`config.mk`:
```
export PLATFORM = sky130hd
export DESIGN_NAME = cacheline_arbiter
export DESIGN_NICKNAME = d
export VERILOG_FILES = /design/src/rtl/cache_arb_pkg.sv /design/src/rtl/cacheline_arbiter.sv
export SDC_FILE = /design/constraint.sdc
export NUM_CORES = 1
export LEC_CHECK = 0
export CAP_MARGIN = 10
export CORE_AREA = 4 4 532 534
export DETAILED_ROUTE_END_ITERATION = 12
export DIE_AREA = 0 0 536 538
export PLACE_DENSITY = 0.3
export SKIP_LAST_GASP = 1
export SLEW_MARGIN = 20
export SYNTH_ARGS = -nofsm -noshare
export SYNTH_HDL_FRONTEND = slang
export SYNTH_SLANG_ARGS = --single-unit
```
`constraint.sdc`:
```
create_clock -name clk -period 28.8 [get_ports clk]
set_clock_uncertainty 0.15 [all_clocks]
set_input_delay 7.2 -clock clk [delete_from_list [all_inputs] [get_ports clk]]
set_output_delay 7.2 -clock clk [all_outputs]
set_load 0.05 [all_outputs]
```
`src/rtl/cache_arb_pkg.sv`:
```
// Shared types and default widths for the L1-to-adaptor cacheline arbiter.
package cache_arb_pkg;

  localparam int unsigned ADDR_W = 32;
  localparam int unsigned LINE_W = 256;

  typedef enum logic [1:0] {
    IDLE,
    BUSY_I,
    BUSY_D
  } arb_state_t;

  typedef enum logic {
    REQ_I = 1'b0,
    REQ_D = 1'b1
  } requester_t;

  // Round-robin pick. On a tie, the side that was not served last wins.
  // The result is only meaningful when at least one side is pending.
  function automatic requester_t rr_pick(input logic i_pend, input logic d_pend,
                                         input requester_t last);
    if (i_pend && d_pend) begin
      return (last == REQ_D) ? REQ_I : REQ_D;
    end
    return d_pend ? REQ_D : REQ_I;
  endfunction

endpackage

```
`src/rtl/cacheline_arbiter.sv`:
```
// Round-robin arbiter that shares one cacheline adaptor between the I-cache and the D-cache.
// The winner's request is latched at grant and its response is routed back combinationally.
module cacheline_arbiter #(
  parameter int unsigned ADDR_W = cache_arb_pkg::ADDR_W,
  parameter int unsigned LINE_W = cache_arb_pkg::LINE_W
) (
  input  logic              clk,
  input  logic              rst,
  input  logic              i_read,
  input  logic [ADDR_W-1:0] i_addr,
  output logic [LINE_W-1:0] i_line,
  output logic              i_resp,
  input  logic              d_read,
  input  logic              d_write,
  input  logic [ADDR_W-1:0] d_addr,
  input  logic [LINE_W-1:0] d_wline,
  output logic [LINE_W-1:0] d_line,
  output logic              d_resp,
  output logic              a_read,
  output logic              a_write,
  output logic [ADDR_W-1:0] a_addr,
  output logic [LINE_W-1:0] a_wline,
  input  logic [LINE_W-1:0] a_line,
  input  logic              a_resp
);

  import cache_arb_pkg::*;

  arb_state_t        state_q;
  requester_t        last_q;
  logic              op_wr_q;
  logic [ADDR_W-1:0] op_addr_q;
  logic [LINE_W-1:0] op_line_q;

  logic i_pend;
  logic d_pend;
  logic busy;

  assign i_pend = i_read;
  assign d_pend = d_read | d_write;
  assign busy   = (state_q != IDLE);

  always_ff @(posedge clk or posedge rst) begin
    if (rst) begin
      state_q   <= IDLE;
      last_q    <= REQ_D;
      op_wr_q   <= 1'b0;
      op_addr_q <= '0;
      op_line_q <= '0;
    end else begin
      case (state_q)
        IDLE: begin
          if (i_pend || d_pend) begin
            if (rr_pick(i_pend, d_pend, last_q) == REQ_I) begin
              state_q   <= BUSY_I;
              op_wr_q   <= 1'b0;
              op_addr_q <= i_addr;
            end else begin
              state_q   <= BUSY_D;
              // d_write dominates an illegal read+write combination.
              op_wr_q   <= d_write;
              op_addr_q <= d_addr;
              if (d_write) begin
                op_line_q <= d_wline;
              end
            end
          end
        end
        BUSY_I, BUSY_D: begin
          // Completion always returns to IDLE for one cycle so a requester can drop its request.
          if (a_resp) begin
            last_q  <= (state_q == BUSY_D) ? REQ_D : REQ_I;
            state_q <= IDLE;
          end
        end
        default: state_q <= IDLE;
      endcase
    end
  end

  assign a_read  = busy & ~op_wr_q;
  assign a_write = busy & op_wr_q;
  assign a_addr  = op_addr_q;
  assign a_wline = op_line_q;

  assign i_resp = (state_q == BUSY_I) & a_resp;
  assign d_resp = (state_q == BUSY_D) & a_resp;

  assign i_line = a_line;
  assign d_line = a_line;

endmodule

```
==> impl_metrics.env <==
export IMPL_numCtsBuffers=49
export IMPL_io_buffers=617
export IMPL_synth_top_family_by_area="buffers and inverters"
export IMPL_cp_max_fo=4
export IMPL_final_cell_mix="617 x clkdlybuf4s50_1, 291 x dfrtp_1, 229 x mux2_1"
export IMPL_ys_warn_count=0
export IMPL_synth_edff_count=0
export IMPL_cts_tree="built"
export IMPL_synth_distinct_cells=23
export IMPL_ir_drop_v=0.0000632
export IMPL_status="finished, final reports clean"
export IMPL_met3_usage=0.0827
export IMPL_grt_met2_usage=0.112
export IMPL_place_ws_ps=11910
export IMPL_dr_pass1_iters=4
export IMPL_slew_viol_final=0
export IMPL_drtIter0Drc=283
export IMPL_use_met1=0.0799
export IMPL_layout_commonest_cell="clkdlybuf4s50_1"
export IMPL_finalCritPeriodShare=0.575
export IMPL_synth_top_flop_cell="dfrtp_1"
export IMPL_totalPowerFinal_uw=3080
export IMPL_cts_clk_slew_worst_paths_ps=50
export IMPL_syn_avg_cell_area_um2=12.4
export IMPL_synth_fa_ha_area_frac=0.00249
export IMPL_worstSetupEndpointType="output pin"
export IMPL_drv_cap=0
export IMPL_via_count=9823
export IMPL_drive_gt1_frac=0.0860
export IMPL_clkLatencyLatePin_ps=670
export IMPL_track_usage=0.0818
export IMPL_initial_core_util=0.0541
export IMPL_post_drt_wl_per_cell_um=23.9
export IMPL_nNetsFinal=1932
export IMPL_grt_pass1_wl_um=145000
export IMPL_remaining_drc_errors=0
export IMPL_die_width_um=536
export IMPL_cts_hold_buf=0
export IMPL_worst_pin_slew_ps=1050
export IMPL_maxSlewHeadroom=0.300
export IMPL_post_drt_via_cell_ratio=1.91
export IMPL_synth_area_mm2=0.0151
export IMPL_yosysSeqAreaShare=0.485
export IMPL_synth_seq_cells=292
export IMPL_die_area_mm2=0.288
export IMPL_min_period_ps=16570
export IMPL_fin_area_mm2=0.0237
export IMPL_hold_viol=0
export IMPL_cellLeakagePower_uw=0.00810
export IMPL_worstPathArrival_ps=9220
export IMPL_cts_resized=0
export IMPL_critPathLaunchType="primary input"
export IMPL_ys_async_sr_fraction=1.00
export IMPL_synthCells=1218
export IMPL_fmax_mhz=60.4
export IMPL_grt_busiest_layer="met2"
export IMPL_h_tree_depth=2
export IMPL_floorplan_rows=194
export IMPL_placed_cell_area_mm2=0.0219
export IMPL_hpwl_um=106000
export IMPL_core_area_mm2=0.278
export IMPL_powerDensity_mw_per_mm2=130
export IMPL_overflow=0
export IMPL_grt_pass1_vias=10150
export IMPL_synth_fp_nets=1803
export IMPL_detail_route_wirelength_um=123000
export IMPL_grt_max_degree=137
export IMPL_die_h_um=538
export IMPL_setup_ws_ps=12230
export IMPL_cts_sinks=292
export IMPL_worst_hold_path_type="reg2reg"
export IMPL_synth_xor_area_frac=0
export IMPL_setup_tns_ps=0
export IMPL_post_cts_buffers=0
export IMPL_place_congestion=0.681
export IMPL_clockBufferDepth=3
export IMPL_synth_compound_area_share=0.0148
export IMPL_cts_root_buf="clkbuf_16"
export IMPL_drtAntennaViolNets=0
export IMPL_num_io_pins=1386
export IMPL_yosys_area_share_simple=0.0115
export IMPL_setup_violations=0
export IMPL_crit_type="in2out"
export IMPL_rsz0062_at_grt="no"
export IMPL_muxShareOfSynthArea=0.213
export IMPL_antenna_found_initial=180
export IMPL_syn_to_final_growth_pct=57.2
export IMPL_crit_required_ps=21450
==> worst paths after layout <==
| kind | from | slack (ps) | cells after the start | endpoint |
|---|---|---|---|---|
| setup / recovery | a_resp | 12230 | 3 | d_resp |
| hold / removal | a_addr[4] | 330 | 2 | a_addr[4] |
| setup reg to reg | state_q[0] | 23930 | 9 | a_wline[211] |
| hold reg to reg | a_addr[4] | 330 | 2 | a_addr[4] |
| max in group asynchronous | rst | 19010 | 5 | a_wline[102] |
| min in group asynchronous | rst | 6830 | 2 | a_wline[165] |
==> cells in the mapped netlist (2+ instances only) <==
master	instances	share of area
buf_4	541	0.27
dfrtp_1	291	0.48
mux2_1	229	0.17
nand2_1	34	0.0085
mux2i_1	32	0.021
o21ai_0	32	0.011
mux2_2	28	0.021
buf_2	6	0.0020
inv_1	4	0.0010
a21o_1	3	0.0015
clkbuf_1	3	0.00075
ha_1	3	0.0025
and2_1	2	0.00083
==> stage by stage <==
step                      instances    util  hold slack [ps]
final                          5141  0.0851              329
after global placement         5019  0.0788              316
after floorplan                1218       -              315
after global routing           5113  0.0849              340
after CTS                      5106  0.0847              335
after detailed placement       5019  0.0788              322
==> worst max-delay path, cell delays in order <==
cell	delay [ps]
clkdlybuf4s50_1	760
and2_1	370
clkdlybuf4s50_1	870
==> power breakdown <==
| group | internal [µW] | switching, µW |
|---|---|---|
| logic | 553 | 1160 |
| registers | 624 | 103 |
| clock network | 391 | 246 |
==> layout make-up <==
cell class	count	area (µm²)
inverter	4	22.5
clock inverter	19	290
clock buffer	68	1370
tap	3724	4660
timing repair buffer	628	6280
antenna	34	85.1
sequential	292	7310
multi-input combinational	372	3680
fill	32239	255000
==> per-layer routing <==
metal,up-vias,part of all wire
met3,375,0.22
met1,4454,0.34
met2,1055,0.39
li1,3837,-
met5,-,0.0055
met4,102,0.047
==> cells by family after synthesis <==
logic type	count (synthesis)
and+or+nand+nor	41
buffers and inverters	554
muxes	289
AOI/OAI and AO/OA	39
adders and majority gates	3
DFF	292
==> registers in the layout, summed over array words and instances, names as in the netlist <==
signal   count
a_wline    256
a_addr      32
state_q      2
last_q       1
op_wr_q      1
No activity file was read; power rests on OpenSTA's default activity.
